**src/rtl/tour_cmd_seq.sv**
```systemverilog
// Tour command sequencer: plays the solver's 24 knight moves as vertical/horizontal
// command pairs to the command processor, and passes UART commands through when idle.
module tour_cmd_seq (
    input  logic        clk,
    input  logic        rst_n,
    input  logic        start_tour,
    input  logic [7:0]  move,
    output logic [4:0]  mv_indx,
    input  logic [15:0] cmd_UART,
    input  logic        cmd_rdy_UART,
    output logic        clr_cmd_rdy_UART,
    output logic [15:0] cmd,
    output logic        cmd_rdy,
    input  logic        clr_cmd_rdy,
    input  logic        send_resp,
    output logic [7:0]  resp
);

    localparam int unsigned IDX_W    = 5;
    localparam int unsigned LAST_IDX = 23;

    localparam logic [3:0] OP_MOVE     = 4'h2;
    localparam logic [3:0] OP_FANFARE  = 4'h3;
    localparam logic [7:0] HEAD_NORTH  = 8'h00;
    localparam logic [7:0] HEAD_WEST   = 8'h3F;
    localparam logic [7:0] HEAD_SOUTH  = 8'h7F;
    localparam logic [7:0] HEAD_EAST   = 8'hBF;
    localparam logic [7:0] RESP_IDLE   = 8'hA5;
    localparam logic [7:0] RESP_BUSY   = 8'h5A;

    typedef enum logic [2:0] {
        IDLE,
        VERT,
        WAIT_V,
        HORZ,
        WAIT_H
    } state_t;

    state_t           state_q, state_d;
    logic [IDX_W-1:0] mv_indx_q, mv_indx_d;

    logic        dy_pos, dx_pos;
    logic [1:0]  dy_mag, dx_mag;
    logic [15:0] vert_cmd, horz_cmd;

    // Knight move decode; lowest set bit wins on a multi-hot move
    always_comb begin
        dy_pos = 1'b0;
        dx_pos = 1'b0;
        dy_mag = 2'd0;
        dx_mag = 2'd0;
        casez (move)
            8'b???????1: begin dx_pos = 1'b0; dx_mag = 2'd1; dy_pos = 1'b1; dy_mag = 2'd2; end
            8'b??????10: begin dx_pos = 1'b1; dx_mag = 2'd1; dy_pos = 1'b1; dy_mag = 2'd2; end
            8'b?????100: begin dx_pos = 1'b0; dx_mag = 2'd2; dy_pos = 1'b1; dy_mag = 2'd1; end
            8'b????1000: begin dx_pos = 1'b0; dx_mag = 2'd2; dy_pos = 1'b0; dy_mag = 2'd1; end
            8'b???10000: begin dx_pos = 1'b0; dx_mag = 2'd1; dy_pos = 1'b0; dy_mag = 2'd2; end
            8'b??100000: begin dx_pos = 1'b1; dx_mag = 2'd1; dy_pos = 1'b0; dy_mag = 2'd2; end
            8'b?1000000: begin dx_pos = 1'b1; dx_mag = 2'd2; dy_pos = 1'b0; dy_mag = 2'd1; end
            8'b10000000: begin dx_pos = 1'b1; dx_mag = 2'd2; dy_pos = 1'b1; dy_mag = 2'd1; end
            default: ;
        endcase
    end

    assign vert_cmd = {OP_MOVE,    (dy_pos ? HEAD_NORTH : HEAD_SOUTH), 2'b00, dy_mag};
    assign horz_cmd = {OP_FANFARE, (dx_pos ? HEAD_EAST  : HEAD_WEST),  2'b00, dx_mag};

    always_ff @(posedge clk or negedge rst_n) begin
        if (!rst_n) begin
            state_q   <= IDLE;
            mv_indx_q <= '0;
        end else begin
            state_q   <= state_d;
            mv_indx_q <= mv_indx_d;
        end
    end

    // Next state, move index and the command mux
    always_comb begin
        state_d          = state_q;
        mv_indx_d        = mv_indx_q;
        cmd              = vert_cmd;
        cmd_rdy          = 1'b0;
        clr_cmd_rdy_UART = 1'b0;
        resp             = RESP_BUSY;
        case (state_q)
            IDLE: begin
                cmd              = cmd_UART;
                cmd_rdy          = cmd_rdy_UART;
                clr_cmd_rdy_UART = clr_cmd_rdy;
                resp             = RESP_IDLE;
                if (start_tour) begin
                    mv_indx_d = '0;
                    state_d   = VERT;
                end
            end
            VERT: begin
                // An empty move aborts the tour before anything is offered
                if (move == 8'h00) begin
                    state_d = IDLE;
                end else begin
                    cmd_rdy = 1'b1;
                    if (clr_cmd_rdy) state_d = WAIT_V;
                end
            end
            WAIT_V: begin
                if (send_resp) state_d = HORZ;
            end
            HORZ: begin
                cmd     = horz_cmd;
                cmd_rdy = 1'b1;
                if (clr_cmd_rdy) state_d = WAIT_H;
            end
            WAIT_H: begin
                cmd = horz_cmd;
                if (send_resp) begin
                    if (mv_indx_q == IDX_W'(LAST_IDX)) begin
                        state_d = IDLE;
                    end else begin
                        mv_indx_d = mv_indx_q + IDX_W'(1);
                        state_d   = VERT;
                    end
                end
            end
            default: state_d = IDLE;
        endcase
    end

    assign mv_indx = mv_indx_q;

endmodule
```
**config.mk**
```make
export PLATFORM = sky130hd
export DESIGN_NAME = tour_cmd_seq
export DESIGN_NICKNAME = d
export VERILOG_FILES = /design/src/rtl/tour_cmd_seq.sv
export SDC_FILE = /design/constraint.sdc
export NUM_CORES = 1
export LEC_CHECK = 0
export ABC_AREA = 0
export CORE_MARGIN = 3
export CORE_UTILIZATION = 28
export DETAILED_ROUTE_END_ITERATION = 6
export DONT_BUFFER_PORTS = 1
export GPL_TIMING_DRIVEN = 0
export SKIP_LAST_GASP = 1
export SLEW_MARGIN = 15
export SYNTH_ARGS = -nofsm -noshare
export SYNTH_HDL_FRONTEND = slang
export SYNTH_SLANG_ARGS = --single-unit
```
**constraint.sdc**
```tcl
create_clock -name clk -period 2.3 [get_ports clk]
set_input_delay 0.115 -clock clk [delete_from_list [all_inputs] [get_ports clk]]
set_output_delay 0.115 -clock clk [all_outputs]
set_load 0.01 [all_outputs]
```
# After elaboration in Yosys (flattened, before gate mapping)
# Index checks and enable logic that the tools add are counted.
# Widths: inputs -> output; s select.
# word_totals
regBits	8
in_bits	30
output_inout_bits	31
wordCells	54
# op_classes
addsub	1
eq_ne	18
mux	23
reduce_logical	10
# ops
op	count
$pmux 16 s2	1
$mux 3	6
$mux 8	2
$reduce_or 4->1	4
$mux 5	3
$pmux 3 s5	1
$eq 5x5->1 const B	2
$ne 2x2->1 const B	5
$pmux 5 s2	1
$eq 8x8->1 const B	1
$logic_not 8->1	1
$pmux 2 s2	2
$eq 7x7->1 const B	1
$mux 7	1
$eq 3x2->1 const B	2
$eq 3x3->1 const B	2
$eq 6x6->1 const B	1
$add 5x1->5 const B	1
$mux 1	5
$reduce_and 5->1	1
$eq 4x4->1 const B	1
$reduce_and 4->1	1
$eq 3x1->1 const B	1
$logic_not 3->1	1
other kinds (5)	5

# Longest topological paths before layout
# Gate-level depths: netlist of run 1.
# logic_depth
word_depth	5
depth_mapped	5

# Worst setup path after synthesis of run 1
# OpenSTA, ideal clock, no wires.
# synth_timing
kind	register to register
start	reg mv_indx_q[0] (netlist: mv_indx[0])
end	reg mv_indx_q[0] (netlist: mv_indx[0])
setup_time_ps	121
arrival_ps	1456
t_required_ps	2179
setup_slack_ps	723
stages_incl_launch_ff	6
synth_period_minus_slack_ps	1577
cell_sequence	dfrtp_1 ha_1 nand4b_1 nand2_1 mux2_2 a22o_1
# synth_via
elab_chain_cells	4
# synth_rtl
element	line_no	text
start, declared	40	logic [IDX_W-1:0] mv_indx_q, mv_indx_d;
start signal, assigned	74	mv_indx_q <= mv_indx_d;
$add 5x1->5	120	mv_indx_d = mv_indx_q + IDX_W'(1);
$mux 5	117	if (mv_indx_q == IDX_W'(LAST_IDX)) begin
$mux 5	116	if (send_resp) begin
$pmux 5 s2	86	case (state_q)
# Parallel ways exist; a longest one is shown, timed or not. The select of a mux whose other input is x is not followed.
# A chain may end at the register's enable or synchronous reset.

# Final worst setup path of run 1
# Ends and elaborated chain as after synthesis.

==> results of run 1 <==
## flip-flops by register name (all words and copies together), names as in the netlist
signal and cells:
mv_indx 5, state_q 3
## worst paths after layout
check / start / endpoint / slack [ps] / cells after the start
max in group asynchronous: rst_n / mv_indx[0] / 1820 / 1
min: clr_cmd_rdy / state_q[1] / 30 / 2
max: mv_indx[0] / mv_indx[0] / 500 / 5
max reg2reg: mv_indx[0] / mv_indx[0] / 500 / 5
min in group asynchronous: rst_n / mv_indx[2] / 200 / 1
min reg2reg: mv_indx[4] / mv_indx[4] / 660 / 1
## worst max-delay path, cell delays in order, from the launching register on
cell,delay (ps)
dfrtp_1,480
ha_1,270
nand4b_1,250
nand2_1,180
mux2_2,340
a22o_1,180
## synth_stat cells
master / n / area, um2
a31o_2: 2 / 17.52
clkbuf_8: 3 / 41.29
ha_1: 1 / 12.51
and2_1: 5 / 31.28
nand4_1: 6 / 37.54
xor2_1: 1 / 8.760
clkbuf_1: 1 / 3.750
o31ai_1: 2 / 15.01
a32o_1: 2 / 20.02
nor2_1: 9 / 33.78
mux2i_1: 2 / 20.02
dfrtp_1: 8 / 200.2
nand3b_1: 2 / 15.01
inv_2: 1 / 3.750
a21oi_1: 5 / 25.02
nor2_4: 1 / 11.26
nor3_1: 3 / 15.01
a21bo_2: 1 / 10.01
o21ai_0: 5 / 25.02
mux2_2: 1 / 11.26
and3_1: 1 / 6.260
nor2_2: 2 / 12.51
nand4b_1: 1 / 8.760
a21o_1: 2 / 15.01
buf_4: 7 / 52.55
inv_1: 1 / 3.750
a2111oi_2: 1 / 15.01
o21a_1: 6 / 45.04
o32ai_1: 2 / 17.52
buf_2: 2 / 10.01
or2_1: 2 / 12.51
a22oi_1: 1 / 7.510
a211o_1: 2 / 17.52
o311a_1: 1 / 10.01
nand3b_2: 1 / 11.26
a22o_1: 5 / 43.79
nand3_2: 1 / 10.01
or3_1: 3 / 18.77
nand2_1: 8 / 30.03
## routing by layer
| layer | track usage | part of all wire | vias to the layer above |
|---|---|---|---|
| li1 | - | - | 418 |
| met5 | 0 | 0 | - |
| met4 | 0.01653 | 0.0024 | 0 |
| met2 | 0.2016 | 0.46 | 62 |
| met3 | 0.04137 | 0.11 | 2 |
| met1 | 0.1534 | 0.43 | 430 |
## cell type report
type	instances	area, um2	share of cell area
Sequential cell	8	200.2	0.2015
Buffer	13	107.6	0.1083
Tap cell	44	55.05	0.05542
Inverter	2	7.507	0.007557
Clock buffer	3	22.52	0.02267
Multi-Input combinational cell	87	590.6	0.5945
Timing Repair Buffer	1	10.01	0.01008
## what timing repair did
action                     4_1_cts  5_1_grt
setup endpoints to repair        0        0
hold buffers                     1        0
buffers inserted                 0        0
hold endpoints to repair         8        0
## power groups by stage
stage | clock network, uW | logic (uW) | registers (uW)
3_3_place_gp | 0 | 925 | 218
4_1_cts | 120 | 934 | 216
6_report | 116 | 924 | 215
5_1_grt | 132 | 1000 | 222
2_1_floorplan | 0 | 799 | 210
3_5_place_dp | 0 | 929 | 218
## cells by family after synthesis
kind of cell,count (synthesis),share of synthesized area
buffers and inverters,15,0.1271
adders and majority gates,1,0.01381
DFF,8,0.2210
xor gates and xnor gates,1,0.009670
and+or+nand+nor,45,0.2804
AOI/OAI and AO/OA,37,0.3135
muxes,3,0.03453
## per-stage QoR
step	setup slack [ps]	instance area (um2)	total power [uW]
5_1_grt	371.4	993.5	1356
2_1_floorplan	722.6	905.9	1009
3_3_place_gp	573.4	960.9	1143
6_report	499.7	993.5	1255
3_5_place_dp	508.3	960.9	1147
4_1_cts	476.0	993.5	1270
==> flow_summary.ini, run 1 <==
[floorplanning]
core-area_um2 = 3078
io_pins = 61
num_rows = 20
die_area_um2 = 3954
dieHeight_um = 62.88
start_util = 0.2943
die_w_um = 62.88

[logic_synthesis]
synth-seq-cells = 8
syn_avg_cell_area_um2 = 8.235
synth.net_count = 141
netlist_instances = 110
synth-seq-area-share = 0.2210
synthDistinctLibCells = 39
yosysWarnings = 0
synth_area_um2 = 905.9

[status]
status = finished, final reports clean

[finish]
final_common_cell = nor2_1
fill_cells = 327
fin_util = 0.3228
drive_gt1_frac = 0.2281
nets = 147
diodes = 0
layout_common_cells = 9 x nor2_1, 8 x nand2_1, 8 x dfrtp_1
layout.cells.non_filler = 158
layout-area-overhead-vs-synth_pct = 9.669

[clock_tree]
clkSinkCount = 8
cts_buffers = 3
path_clk_slew_ps = 60
cts_tree = done
ctsLongestPathBuffers = 2
clkLatencyLatePin_ps = 260
htreeDepth = 1
cts_root_buf = clkbuf_4
cts_resized = 0

[power_and_ir_drop]
powerDensity_nw_per_um2 = 1263
p_int_uw = 607.4
ir_worst_vdd_v = 0.0003877
p_seq_frac = 0.171
p_switching_uw = 647.5
power_leakage_uw = 0.0004305
p_comb_frac = 0.736
swShare = 0.5160
clkPwrFrac = 0.092

[worst_setup_path]
worstSetupPathType = flop to flop
start_kind = flop
end_kind = flop
worstPathRequired_ps = 2450
critical_path.max_fanout = 6
cp.arrival_ps = 1950

[routing]
firstDrtPassIters = 4
vias = 912
avgViaCountPerCell = 5.772
wl_mm = 2.480
ant_nets = 0
wire_per_inst_um = 15.70
drc = 0
drtIter0Drc = 27

[sta]
max-slew-margin-rel = 0.5799
setup_viol = 0
rsz0062_at_grt = false
period_needed_ps = 1800
fin_hold_ws_ps = 25.15
final_hold_viol_count = 0
fin_crit_sh = 0.7828
finalSetupTns_ps = 0
drv_slew = 0
finalClockSkew_ps = 4.203
worst_slew_pin_slew_ps = 623.5
fmax_ghz = 0.5554

[job]
maxCapViolations = 0

[place]
io_buffers = 0
placed_cells = 154
dpl.hpwl_mm = 1.981
place.gp.congestion = 0.8617

[hold_path]
hold_path_class = input port to flop

[global_route]
grt_pass1_wl_mm = 3.960
grt_max_degree = 13
grtUsageTotal = 0.1210
antenna_found_initial = 0
grt_overflow_total = 0
grt_pass1_vias = 823
Note: power is estimated with default switching activity, not from simulation.
==> inputs of run 2 (changes only) <==
==> constraint.sdc (replaced) <==
create_clock -name clk -period 1.9 [get_ports clk]
set_input_delay 0.095 -clock clk [delete_from_list [all_inputs] [get_ports clk]]
set_output_delay 0.095 -clock clk [all_outputs]
set_load 0.01 [all_outputs]
==> run 2 against run 1 <==
Global-route usage is the same. Total power grew 21%. Fmax grew 1.0%. First-iteration DRC count is the same. Critical path depth is the same. Largest power group unchanged.
==> flow_summary.ini, run 2 (synthesis gave the netlist of run 1 again) <==
[global_route]
grt_max_degree = 13
grt_overflow_total = 0
grt_pass1_wl_mm = 3.960
antenna_found_initial = 0
grt_pass1_vias = 823
grtUsageTotal = 0.1210

[hold_path]
holdPathEnd = state_q[1]
holdPathStages = 2
hold_path_class = input port to flop
min-delay-start = clr_cmd_rdy

[routing]
vias = 912
wl_mm = 2.480
wire_per_inst_um = 15.70
drtIter0Drc = 27
firstDrtPassIters = 4
ant_nets = 0
drc = 0
avgViaCountPerCell = 5.772

[floorplanning]
num_rows = 20
dieHeight_um = 62.88
io_pins = 61
start_util = 0.2943
die_w_um = 62.88
die_area_um2 = 3954
core-area_um2 = 3078

[finish]
fin_util = 0.3232
final_common_cell = nor2_1
drive_gt1_frac = 0.2368
nets = 147
diodes = 0
largest_reg_flops = 5
layout_common_cells = 9 x nor2_1, 8 x nand2_1, 7 x buf_4, 7 x dfrtp_1
layout-area-overhead-vs-synth_pct = 9.807

[sta]
drv_slew = 0
fin_crit_sh = 0.9378
final_hold_viol_count = 0
setup_ws_ps = 118.1
rsz0062_at_grt = false
finalClockSkew_ps = 4.205
period_needed_ps = 1782
max-slew-margin-rel = 0.5799
setup_viol = 0
finalSetupTns_ps = 0
fmax_ghz = 0.5612
worst_slew_pin_slew_ps = 623.5
fin_hold_ws_ps = 5.152

[worst_setup_path]
r2r_cells = 5
critical_path.max_fanout = 5
reg2reg_slack_ps = 120
cp.arrival_ps = 1930
worstSetupPathType = flop to flop
start_kind = flop
worstPathRequired_ps = 2050
r2r-end = mv_indx[0]
r2r_start = mv_indx[1]
end_kind = flop

[clock_tree]
cts_buffers = 3
clkLatencyLatePin_ps = 260
htreeDepth = 1
cts_root_buf = clkbuf_4
path_clk_slew_ps = 60
ctsLongestPathBuffers = 2
clkSinkCount = 8
cts_tree = done

[power_and_ir_drop]
total_power_uw = 1521
p_int_uw = 737.0
p_seq_frac = 0.172
powerDensity_nw_per_um2 = 1529
p_comb_frac = 0.735
clkPwrFrac = 0.092
p_switching_uw = 783.9
power_leakage_uw = 0.0004289
ir_worst_vdd_v = 0.0004721
swShare = 0.5154

[status]
status = finished, final reports clean

[place]
io_buffers = 0
dpl.hpwl_mm = 1.981
place.gp.congestion = 0.8617
place_ws_ps = 108.3

[job]
maxCapViolations = 0
-- run 2: power by group through the flow --
stage | Sequential [uW] | Clock [uW] | Combinational [uW]
floorplan | 254 | 0 | 968
finish | 262 | 140 | 1120
global route | 270 | 160 | 1210
detailed placement | 264 | 0 | 1120
global placement | 264 | 0 | 1120
CTS | 262 | 145 | 1130
-- run 2: worst max-delay path: stages, from the launching register on --
cell and delay, ps:
dfrtp_1 460, ha_1 260, nand4b_1 250, nand2_1 180, mux2_2 340, a22o_1 180
-- run 2: final cells by class --
class | instances | area (um2)
well taps | 44 | 55.05
inverters | 2 | 7.507
fillers | 326 | 2083
repair buffers | 1 | 10.01
clock buffers | 3 | 22.52
plain buffers | 13 | 107.6
multi-input cells | 87 | 590.6
flip-flops and latches | 8 | 201.4
-- run 2: what timing repair did --
action | CTS | global route
hold buffers | 1 | 0
buffers inserted | 0 | 0
setup endpoints to repair | 0 | 1
endpoints found under the hold margin | 8 | 0
gates resized for setup | 0 | 1
-- run 2: layer usage --
metal | up-vias | part of all wire | wire length [um] | track usage
li1 | 418 | - | - | -
met1 | 430 | 0.43 | 1055 | 0.1534
met2 | 62 | 0.46 | 1146 | 0.2016
met3 | 2 | 0.11 | 270 | 0.04137
met4 | 0 | 0.0024 | 6 | 0.01653
met5 | - | 0 | 0 | 0
-- run 2: stage by stage --
stage | cells | cell area (um2)
3_3_place_gp | 154 | 960.9
5_1_grt | 158 | 994.7
4_1_cts | 158 | 993.5
3_5_place_dp | 154 | 960.9
6_report | 158 | 994.7
2_1_floorplan | 110 | 905.9
-- run 2: worst max path at each step --
stage,startpoint,end,cells after the start
after global routing,state_q[1],clr_cmd_rdy_UART,5
after CTS,mv_indx[0],mv_indx[0],5
final,mv_indx[1],mv_indx[0],5
after detailed placement,mv_indx[0],mv_indx[0],5
after global placement,mv_indx[0],mv_indx[0],5
after floorplan,mv_indx[0],mv_indx[0],5
